[config.mk]
export PLATFORM = sky130hd
export DESIGN_NAME = serial_add_sub_ctrl_flat
export DESIGN_NICKNAME = d
export VERILOG_FILES = /design/src/rtl/serial_add_sub_ctrl_pkg.sv /design/src/rtl/serial_add_sub_ctrl_if.sv /design/src/rtl/serial_add_sub_ctrl_cell.sv /design/src/rtl/serial_add_sub_ctrl.sv /design/src/flat_wrapper.sv
export SDC_FILE = /design/constraint.sdc
export NUM_CORES = 1
export LEC_CHECK = 0
export ABC_CLOCK_PERIOD_IN_PS = 5500
export BUFFER_PORTS_ARGS = -buffer_cell sky130_fd_sc_hd__buf_2
export CAP_MARGIN = 20
export CORE_ASPECT_RATIO = 1.2
export CORE_MARGIN = 2
export CORE_UTILIZATION = 50
export DETAILED_ROUTE_END_ITERATION = 12
export PLACE_DENSITY_LB_ADDON = 0.08
export SLEW_MARGIN = 20
export SYNTH_ARGS = -nofsm -noshare
export SYNTH_HDL_FRONTEND = slang
export SYNTH_SLANG_ARGS = --single-unit
[constraint.sdc]
create_clock -name clk -period 5.5 [get_ports clk]
set_input_delay 0.55 -clock clk [delete_from_list [all_inputs] [get_ports clk]]
set_output_delay 0.55 -clock clk [all_outputs]
set_load 0.01 [all_outputs]
[src/rtl/serial_add_sub_ctrl_pkg.sv]
// -----------------------------------------------------------------------------
// serial_add_sub_pkg
// Shared types and constants for the nibble-serial add/sub sequencer.
//   state_e   : controller FSM state (IDLE, RUN, DONE)
//   NIB_W     : width of the shared add/sub cell in bits
//   idx_width : bit width needed to count the nibble steps
// Optional feature macro used elsewhere in this slice: SERIAL_ADD_SUB_OVF_EN.
// -----------------------------------------------------------------------------
package serial_add_sub_pkg;

    typedef enum logic [1:0] {
        IDLE = 2'd0,
        RUN  = 2'd1,
        DONE = 2'd2
    } state_e;

    localparam int NIB_W = 4;

    // Index width for NIB steps; never narrower than one bit.
    function automatic int idx_width(input int nib);
        if (nib > 1) begin
            return $clog2(nib);
        end else begin
            return 1;
        end
    endfunction

endpackage

[src/rtl/serial_add_sub_ctrl_if.sv]
// -----------------------------------------------------------------------------
// serial_add_sub_ctrl_if
// Request/response bundle of the serial add/sub sequencer.
//   Request : in_valid, in_ready, a, b, sub
//   Response: out_valid, out_ready, result, cout (+ ovf with SERIAL_ADD_SUB_OVF_EN)
// Modports: master = requester/consumer side, slave = sequencer side.
// -----------------------------------------------------------------------------
interface serial_add_sub_ctrl_if #(
    parameter int WIDTH = 16
);
    logic             in_valid;
    logic             in_ready;
    logic [WIDTH-1:0] a;
    logic [WIDTH-1:0] b;
    logic             sub;
    logic             out_valid;
    logic             out_ready;
    logic [WIDTH-1:0] result;
    logic             cout;
`ifdef SERIAL_ADD_SUB_OVF_EN
    logic             ovf;
`endif

    modport master (
        output in_valid, a, b, sub, out_ready,
        input  in_ready, out_valid, result, cout
`ifdef SERIAL_ADD_SUB_OVF_EN
        , input ovf
`endif
    );

    modport slave (
        input  in_valid, a, b, sub, out_ready,
        output in_ready, out_valid, result, cout
`ifdef SERIAL_ADD_SUB_OVF_EN
        , output ovf
`endif
    );

endinterface

[src/rtl/serial_add_sub_ctrl_cell.sv]
// -----------------------------------------------------------------------------
// nibble_add_sub_cell
// Combinational 4-bit ripple adder shared by every nibble step.
//   a, b : nibble operands (B already inverted by the controller for subtract)
//   cin  : carry in
//   s    : nibble sum
//   cout : carry out of bit 3
//   c3   : carry into bit 3 (only with SERIAL_ADD_SUB_OVF_EN, for signed overflow)
// -----------------------------------------------------------------------------
module nibble_add_sub_cell
    import serial_add_sub_pkg::*;
(
    input  logic [NIB_W-1:0] a,
    input  logic [NIB_W-1:0] b,
    input  logic             cin,
    output logic [NIB_W-1:0] s,
    output logic             cout
`ifdef SERIAL_ADD_SUB_OVF_EN
    , output logic           c3
`endif
);

    logic [NIB_W:0] c_s;

    // Ripple carry chain; c_s[i] is the carry into bit i.
    always_comb begin
        c_s    = '0;
        s      = '0;
        c_s[0] = cin;
        for (int i = 0; i < NIB_W; i++) begin
            s[i]     = a[i] ^ b[i] ^ c_s[i];
            c_s[i+1] = (a[i] & b[i]) | (c_s[i] & (a[i] ^ b[i]));
        end
    end

    assign cout = c_s[NIB_W];
`ifdef SERIAL_ADD_SUB_OVF_EN
    assign c3   = c_s[NIB_W-1];
`endif

endmodule

[src/rtl/serial_add_sub_ctrl.sv]
// -----------------------------------------------------------------------------
// serial_add_sub_ctrl
// WIDTH-bit add/subtract computed one nibble per cycle through a single
// 4-bit cell, least-significant nibble first, with a registered carry.
//   clk : rising-edge clock
//   rst : synchronous active-high reset
//   bus : serial_add_sub_ctrl_if.slave (valid/ready request and response)
// Optional macro SERIAL_ADD_SUB_OVF_EN adds bus.ovf (signed overflow).
// -----------------------------------------------------------------------------
module serial_add_sub_ctrl
    import serial_add_sub_pkg::*;
#(
    parameter int WIDTH = 16
) (
    input  logic                  clk,
    input  logic                  rst,
    serial_add_sub_ctrl_if.slave  bus
);

    localparam int NIB   = WIDTH / NIB_W;
    localparam int IDX_W = idx_width(NIB);
    localparam logic [IDX_W-1:0] LAST_IDX = IDX_W'(NIB - 1);

    state_e           state_q,  state_d;
    logic [WIDTH-1:0] a_q,      a_d;
    logic [WIDTH-1:0] b_q,      b_d;
    logic             sub_q,    sub_d;
    logic             carry_q,  carry_d;
    logic [IDX_W-1:0] idx_q,    idx_d;
    logic [WIDTH-1:0] result_q, result_d;
    logic             cout_q,   cout_d;
`ifdef SERIAL_ADD_SUB_OVF_EN
    logic             ovf_q,    ovf_d;
    logic             cell_c3_s;
`endif

    logic [NIB_W-1:0] cell_a_s;
    logic [NIB_W-1:0] cell_b_s;
    logic [NIB_W-1:0] cell_s_s;
    logic             cell_cout_s;

    // Select the current nibble; subtract inverts B here, +1 comes from carry.
    always_comb begin
        cell_a_s = a_q[NIB_W*idx_q +: NIB_W];
        cell_b_s = b_q[NIB_W*idx_q +: NIB_W] ^ {NIB_W{sub_q}};
    end

    nibble_add_sub_cell u_cell (
        .a    (cell_a_s),
        .b    (cell_b_s),
        .cin  (carry_q),
        .s    (cell_s_s),
        .cout (cell_cout_s)
`ifdef SERIAL_ADD_SUB_OVF_EN
        , .c3 (cell_c3_s)
`endif
    );

    // Next-state and datapath update for the IDLE/RUN/DONE sequencer.
    always_comb begin
        state_d  = state_q;
        a_d      = a_q;
        b_d      = b_q;
        sub_d    = sub_q;
        carry_d  = carry_q;
        idx_d    = idx_q;
        result_d = result_q;
        cout_d   = cout_q;
`ifdef SERIAL_ADD_SUB_OVF_EN
        ovf_d    = ovf_q;
`endif
        case (state_q)
            IDLE: begin
                if (bus.in_valid) begin
                    a_d     = bus.a;
                    b_d     = bus.b;
                    sub_d   = bus.sub;
                    carry_d = bus.sub;
                    idx_d   = '0;
                    state_d = RUN;
                end else begin
                    state_d = IDLE;
                end
            end
            RUN: begin
                result_d[NIB_W*idx_q +: NIB_W] = cell_s_s;
                carry_d = cell_cout_s;
                idx_d   = idx_q + IDX_W'(1);
                if (idx_q == LAST_IDX) begin
                    cout_d  = cell_cout_s;
`ifdef SERIAL_ADD_SUB_OVF_EN
                    // Signed overflow: carry into MSB differs from carry out.
                    ovf_d   = cell_c3_s ^ cell_cout_s;
`endif
                    state_d = DONE;
                end else begin
                    state_d = RUN;
                end
            end
            DONE: begin
                if (bus.out_ready) begin
                    state_d = IDLE;
                end else begin
                    state_d = DONE;
                end
            end
            default: begin
                state_d = IDLE;
            end
        endcase
    end

    // State and datapath registers with synchronous reset.
    always_ff @(posedge clk) begin
        if (rst) begin
            state_q  <= IDLE;
            a_q      <= '0;
            b_q      <= '0;
            sub_q    <= 1'b0;
            carry_q  <= 1'b0;
            idx_q    <= '0;
            result_q <= '0;
            cout_q   <= 1'b0;
`ifdef SERIAL_ADD_SUB_OVF_EN
            ovf_q    <= 1'b0;
`endif
        end else begin
            state_q  <= state_d;
            a_q      <= a_d;
            b_q      <= b_d;
            sub_q    <= sub_d;
            carry_q  <= carry_d;
            idx_q    <= idx_d;
            result_q <= result_d;
            cout_q   <= cout_d;
`ifdef SERIAL_ADD_SUB_OVF_EN
            ovf_q    <= ovf_d;
`endif
        end
    end

    assign bus.in_ready  = (state_q == IDLE);
    assign bus.out_valid = (state_q == DONE);
    assign bus.result    = result_q;
    assign bus.cout      = cout_q;
`ifdef SERIAL_ADD_SUB_OVF_EN
    assign bus.ovf       = ovf_q;
`endif

endmodule

[src/flat_wrapper.sv]
// flat-port wrapper written by rule: the top's interface ports become plain ports
module serial_add_sub_ctrl_flat import serial_add_sub_pkg::*;
#(
    parameter int WIDTH = 16
)
  (clk, rst, bus_in_valid, bus_a, bus_b, bus_sub, bus_out_ready, bus_in_ready, bus_out_valid, bus_result, bus_cout);
  serial_add_sub_ctrl_if #(.WIDTH(WIDTH)) bus_i ();
  input  logic clk;
  input  logic rst;
  input wire logic [$bits(bus_i.in_valid)-1:0] bus_in_valid;
  input wire logic [$bits(bus_i.a)-1:0] bus_a;
  input wire logic [$bits(bus_i.b)-1:0] bus_b;
  input wire logic [$bits(bus_i.sub)-1:0] bus_sub;
  input wire logic [$bits(bus_i.out_ready)-1:0] bus_out_ready;
  output wire logic [$bits(bus_i.in_ready)-1:0] bus_in_ready;
  output wire logic [$bits(bus_i.out_valid)-1:0] bus_out_valid;
  output wire logic [$bits(bus_i.result)-1:0] bus_result;
  output wire logic [$bits(bus_i.cout)-1:0] bus_cout;
  assign bus_i.in_valid = bus_in_valid;
  assign bus_i.a = bus_a;
  assign bus_i.b = bus_b;
  assign bus_i.sub = bus_sub;
  assign bus_i.out_ready = bus_out_ready;
  assign bus_in_ready = bus_i.in_ready;
  assign bus_out_valid = bus_i.out_valid;
  assign bus_result = bus_i.result;
  assign bus_cout = bus_i.cout;
  serial_add_sub_ctrl #(.WIDTH(WIDTH)) u_core (.clk(clk), .rst(rst), .bus(bus_i));
endmodule
# == Yosys cells after proc, flatten, opt, wreduce, memory -nomap -nowiden ==
# Cells that the tools add are included.
# word_totals
reg_bits,55
latchBits,0
ram_bits,0
mem_bits_ro,0
output_inout_bits,19
wordCells,53
memories,0
# op_classes
n_addsub,2
mul,0
div_mod_pow,0
n_lt_le_gt_ge,0
n_eq_ne,4
n_shift,4
muxes,9
bitwise_logic,21
reduce_logical,5
# ops
op,n
4-bit negation with 34-bit output,1
"4-bit by 34-bit variable shift with 16-bit output, first input constant",1
4-bit by 34-bit variable part select with 16-bit output,1
16-bit by 5-bit variable part select with 4-bit output,2
16-bit bitwise mux,1
1-bit bitwise AND,8
1-bit bitwise XOR,8
2-bit two-way mux,3
2-bit case mux with 3 select lines,1
2-bit AND reduction,3
"2-bit equality test, second input constant",2
1-bit OR,4
2-bit case mux with 2 select lines,1
4-bit bitwise XOR,1
"2-bit by 1-bit adder with 2-bit output, second input constant",1
"2-bit by 1-bit equality test with 1-bit output, second input constant",1
2-bit logical NOT,1
1-bit two-way mux,2
"2-bit != test, second input constant",1
1-bit case mux with 2 select lines,1
2-bit nonzero test,1

# == Longest topological paths before layout ==
# depth
ltp_word,12
ltp_mapped,11

# == Cells and area by module ==
# From an unflattened synthesis, not the netlist that was laid out.
# unflattened
hier_cells,290
hier_area_um2,2570.0
# modules_own_cells
module,n_inst,cells_each,area_per_inst_um2,seq_area_each_um2
serial_add_sub_ctrl,1,276,2452.4,1101.1
nibble_add_sub_cell,1,14,117.6,0.0

# == Least setup slack after synthesis ==
# No wires, ideal clock.
# synth_timing
path_type,register -> register
from,register u_core.idx_q[1]
to,register u_core.result_q[7] (netlist: u_core.bus.result[7])
setup_time_ns,0.071
t_arrival_ns,3.265
t_required_ns,5.429
setup_slack_ns,2.164
stages_incl_launch_ff,11
path_buffers,1
period_less_slack_ns,3.336
path_cell_list,dfxtp_1 -> clkbuf_1 -> mux4_2 -> xor2_1 -> fa_1 -> inv_1 -> fa_1 -> fa_1 -> fa_1 -> or4_1 -> a21oi_1
# synth_via
elab_chain_len,12
word_cells_on_any_way,24
cone_classes,add/sub: 1; shift: 4; mux: 1; bitwise: 18
# synth_lines
element,line,source
start: declaration,serial_add_sub_ctrl.sv:29,"logic [IDX_W-1:0] idx_q, idx_d;"
start signal: assignment,serial_add_sub_ctrl.sv:133,idx_q <= idx_d;
16-bit by 5-bit variable part select with 4-bit output,serial_add_sub_ctrl.sv:45,cell_b_s = b_q[NIB_W*idx_q +: NIB_W] ^ {NIB_W{sub_q}};
4-bit bitwise XOR,serial_add_sub_ctrl.sv:45,
1-bit bitwise XOR,"serial_add_sub_ctrl_cell.sv:31, serial_add_sub_ctrl_cell.sv:32",
1-bit bitwise AND,serial_add_sub_ctrl_cell.sv:32,c_s[i+1] = (a[i] & b[i]) | (c_s[i] & (a[i] ^ b[i]));
1-bit OR,serial_add_sub_ctrl_cell.sv:32,
1-bit bitwise AND,serial_add_sub_ctrl_cell.sv:32,
1-bit OR,serial_add_sub_ctrl_cell.sv:32,
1-bit bitwise AND,serial_add_sub_ctrl_cell.sv:32,
1-bit OR,serial_add_sub_ctrl_cell.sv:32,
1-bit bitwise XOR,serial_add_sub_ctrl_cell.sv:31,s[i] = a[i] ^ b[i] ^ c_s[i];
4-bit by 34-bit variable part select with 16-bit output,serial_add_sub_ctrl.sv:86,result_d[NIB_W*idx_q +: NIB_W] = cell_s_s;
16-bit bitwise mux *,serial_add_sub_ctrl.sv:86,
end signal: assignment,serial_add_sub_ctrl.sv:134,result_q <= result_d;
end: declaration,serial_add_sub_ctrl.sv:30,"logic [WIDTH-1:0] result_q, result_d;"
# Every way passes the cells marked *; elsewhere a longest branch is shown, timed or not.
# A chain may end at the register's enable or synchronous reset.

# == Final worst setup path ==
# Ends and elaborated chain as after synthesis.

==> summary.md <==
| Metric | Value |
|---|---|
| Clock Tree Root | clkbuf_8 |
| Hold Crit Class | flip-flop to flip-flop |
| Clk Latency, worst-skew pair | 0.31 ns |
| TritonRoute pass-1 iters | 4 |
| TNS Setup | 0 ns |
| Core area | 4830 sq um |
| Net Sw Power | about 0.21 mW |
| Comb pwr share | 14.9% |
| Final worst-path cycle share | 63.4% |
| Post-CTS Hold Buffers | 0 |
| Area delta synth->final | 15.9% |
| Status | completed |
| Vias in the first global route | ~1800 |
| Initial core utilization | approximately half |
| Sequential Power Share | between 50% and 60% |
| Async SR Flop Fraction | 0% |
| Worst hold start | u_core.bus.result[6] |
| Largest net degree at the start of global routing | 63 |
| Switching fraction of total power | 27.2% |
| PwrDens | between 200 and 300 nW/um^2 |
| Register area share after synthesis | about 45% |
| Worst-path clk slew | around 0.1 ns |
| Max transition margin | 28.4% |
| Port bufs | 55 |
| Initial antenna violation count | 0 |
| Final-report hold violation count | 0 |
| Post-CTS Setup Inserts | 0 |
| DR iter-0 viols | between 100 and 150 |
| FF-to-FF setup slack | 2.01 ns |
| First-pass GRT wire length | between 8000 and 9000 um |
| Skew final | approximately 0.0062 ns |
| RSZ-0062 raised after global routing | false |
| Worst R2R Path Depth | 9 |
| Diode count | 0 |
| Least-Margin Pin Slew | approximately 1.1 ns |
| Core Util, Final | 59.3% |
| Netlist cell types | 32 |
| HPWL after detailed placement | between 3000 and 4000 um |
| Post-synth EDFFs | 0 |
| H-tree depth | 2 |
| Average wire per standard cell | 13.1 um |
| Clock Power Share | between 30% and 40% |
| Routed Wire Length | about 5000 um |
| Die H | about 81 um |
| Gpl congestion | between 0.7 and 0.8 |
| Crit Path Max Fanout | 13 |
| Peak supply drop | between 150 and 200 uV |
| Via count | 1963 |
| DRT antenna net count | 0 |
| Syn_nets | approximately 320 |
| Worst path required time | between 5 and 6 ns |
| CTS Sinks | between 50 and 60 |
| Worst Hold End | u_core.bus.result[6] |
| P_int | around 0.57 mW |
| Crit. End Element | flip-flop |
| Most used DFF post-synth | dfxtp_1 |
| MaxCap Viol Count | 0 |
| Synth Instances | around 280 |
| Fin nets | 367 |
| TritonCTS buffer count | 5 |
| Max Slew Vio Count | 0 |
| Critical R2R Launch | u_core.idx_q[1] |
| Worst setup SP type | flip-flop |
| LEAKAGE | between 1 and 1.5 nW |
| Reg-to-reg endpoint | u_core.bus.result[7] |
| Final worst path period need | ~3.5 ns |
| DRC Markers | 0 |
| Die width | 68.2 um |
| Final global-route overflow total | 0 |
| Rows | 28 |
| Worst EP arrival | ~3.7 ns |
| Clock Tree Buf Depth | 2 |
| Crit path kind | flip-flop to flip-flop |
| Gr usage total | between 10% and 20% |
| Synthesis-stage register bit count | 55 |
| Post-CTS sizing | 0 |
| Yosys warnings | 0 |
| Layout cells sized above 1 | around a quarter |
| Vias/cell | between 5 and 6 |
| Mean post-synth cell area | roughly 9.0 sq um |
| CTS tree | yes |
| Mapped cell area | ~2500 sq um |
| Hold Path Depth | 2 |
| # IOs | 56 |
| Die Area | between 5000 and 6000 sq um |
| Final setup vio count | 0 |
| Fmax achieved | 287 MHz |
registers in the layout (all words and copies together) (netlist names):
| register | count |
|---|---|
| u_core.bus.cout | 1 |
| u_core.a_q | 16 |
| u_core.b_q | 16 |
| u_core.sub_q | 1 |
| u_core.state_q | 2 |
| u_core.idx_q | 2 |
| u_core.bus.result | 16 |
| u_core.carry_q | 1 |
cell usage after synthesis (all sizes together), types with 3 or more instances:
library cell  instances  area, sq um
xnor2                 3         26.3
nor2                  5         18.8
a21oi                44          220
clkbuf               11         41.3
ha                    6         75.1
nand2                76          285
inv                  11         41.3
or4                   8         60.1
nand2b                9         56.3
mux4                  8          180
fa                    4         80.1
buf                   9         46.3
o32ai                 8         70.1
dfxtp                55         1100
layout by cell type (no fill, tap or decap), types with 2 or more instances in the layout:
cell type,instances
buf_2,55
xnor2_1,3
fa_1,4
inv_1,11
nor2_1,5
or3b_2,2
clkbuf_8,6
mux4_2,8
nand2_1,76
or4_1,8
nand2b_1,9
dfxtp_1,55
a21oi_1,44
nor3_1,2
ha_1,6
o32ai_1,8
nor2b_1,2
kinds of logic after synthesis:
| group | Yosys count | synth area share, % |
|---|---|---|
| buf+inv | 31 | 5.21 |
| xor+xnor | 4 | 1.42 |
| compound gates | 56 | 13.1 |
| mux | 9 | 7.69 |
| flops | 55 | 44.5 |
| fa+ha+maj | 10 | 6.28 |
| simple gates | 111 | 21.8 |
worst max-delay path, stage by stage (launching register included):
cell     delay, ns
dfxtp_1       0.66
mux4_2        0.39
xor2_1        0.17
fa_1          0.18
inv_1         0.05
fa_1          0.38
fa_1          0.39
fa_1          0.51
or4_1         0.53
a21oi_1       0.14
power groups by stage:
stage / sequential, mW / clock, mW / combinational, mW
detailed placement: 0.439 / 0 / 0.116
global placement: 0.439 / 0 / 0.116
floorplan: 0.434 / 0 / 0.0856
CTS: 0.430 / 0.249 / 0.118
global route: 0.432 / 0.263 / 0.133
finish: 0.430 / 0.241 / 0.118
layout make-up:
class                           instances  area (sq um)
Clock buffer                            6          82.6
Clock inverter                          2          20.0
Fill cell                             450          1970
Inverter                               11          41.3
Multi-Input combinational cell        190          1250
Sequential cell                        55          1100
Tap cell                               60          75.1
Timing Repair Buffer                   57           298
metal layers:
metal | wire length, um | up-vias | track usage (%)
met5 | 0 | - | 0
met4 | 65 | 0 | 6.00
met3 | 168 | 6 | 4.16
met2 | 2530 | 38 | 33.4
met1 | 2220 | 894 | 24.6
li1 | - | 1025 | -
through the flow:
stage,cells,total power [mW],area (sq um),worst slack [ns],hold slack [ns]
6_report,381,0.789,2870,2.01,0.454
5_1_grt,381,0.829,2870,1.84,0.454
4_1_cts,380,0.797,2850,2.00,0.456
3_5_place_dp,372,0.556,2750,2.03,0.441
3_3_place_gp,372,0.556,2750,2.09,0.438
2_1_floorplan,276,0.519,2470,2.16,0.433
how the worst max path moves through the flow:
| stage | from | endpoint | slack (ns) | cells past startpoint |
|---|---|---|---|---|
| global placement | u_core.idx_q[1] | u_core.bus.result[7] | 2.09 | 9 |
| CTS | u_core.idx_q[1] | u_core.bus.result[7] | 2.00 | 9 |
| finish | u_core.idx_q[1] | u_core.bus.result[7] | 2.01 | 9 |
| detailed placement | u_core.idx_q[1] | u_core.bus.result[7] | 2.03 | 9 |
| floorplan | u_core.idx_q[1] | u_core.bus.result[7] | 2.16 | 10 |
| global route | u_core.idx_q[1] | u_core.bus.result[7] | 1.84 | 9 |
No activity file was read; power rests on OpenSTA's default activity.
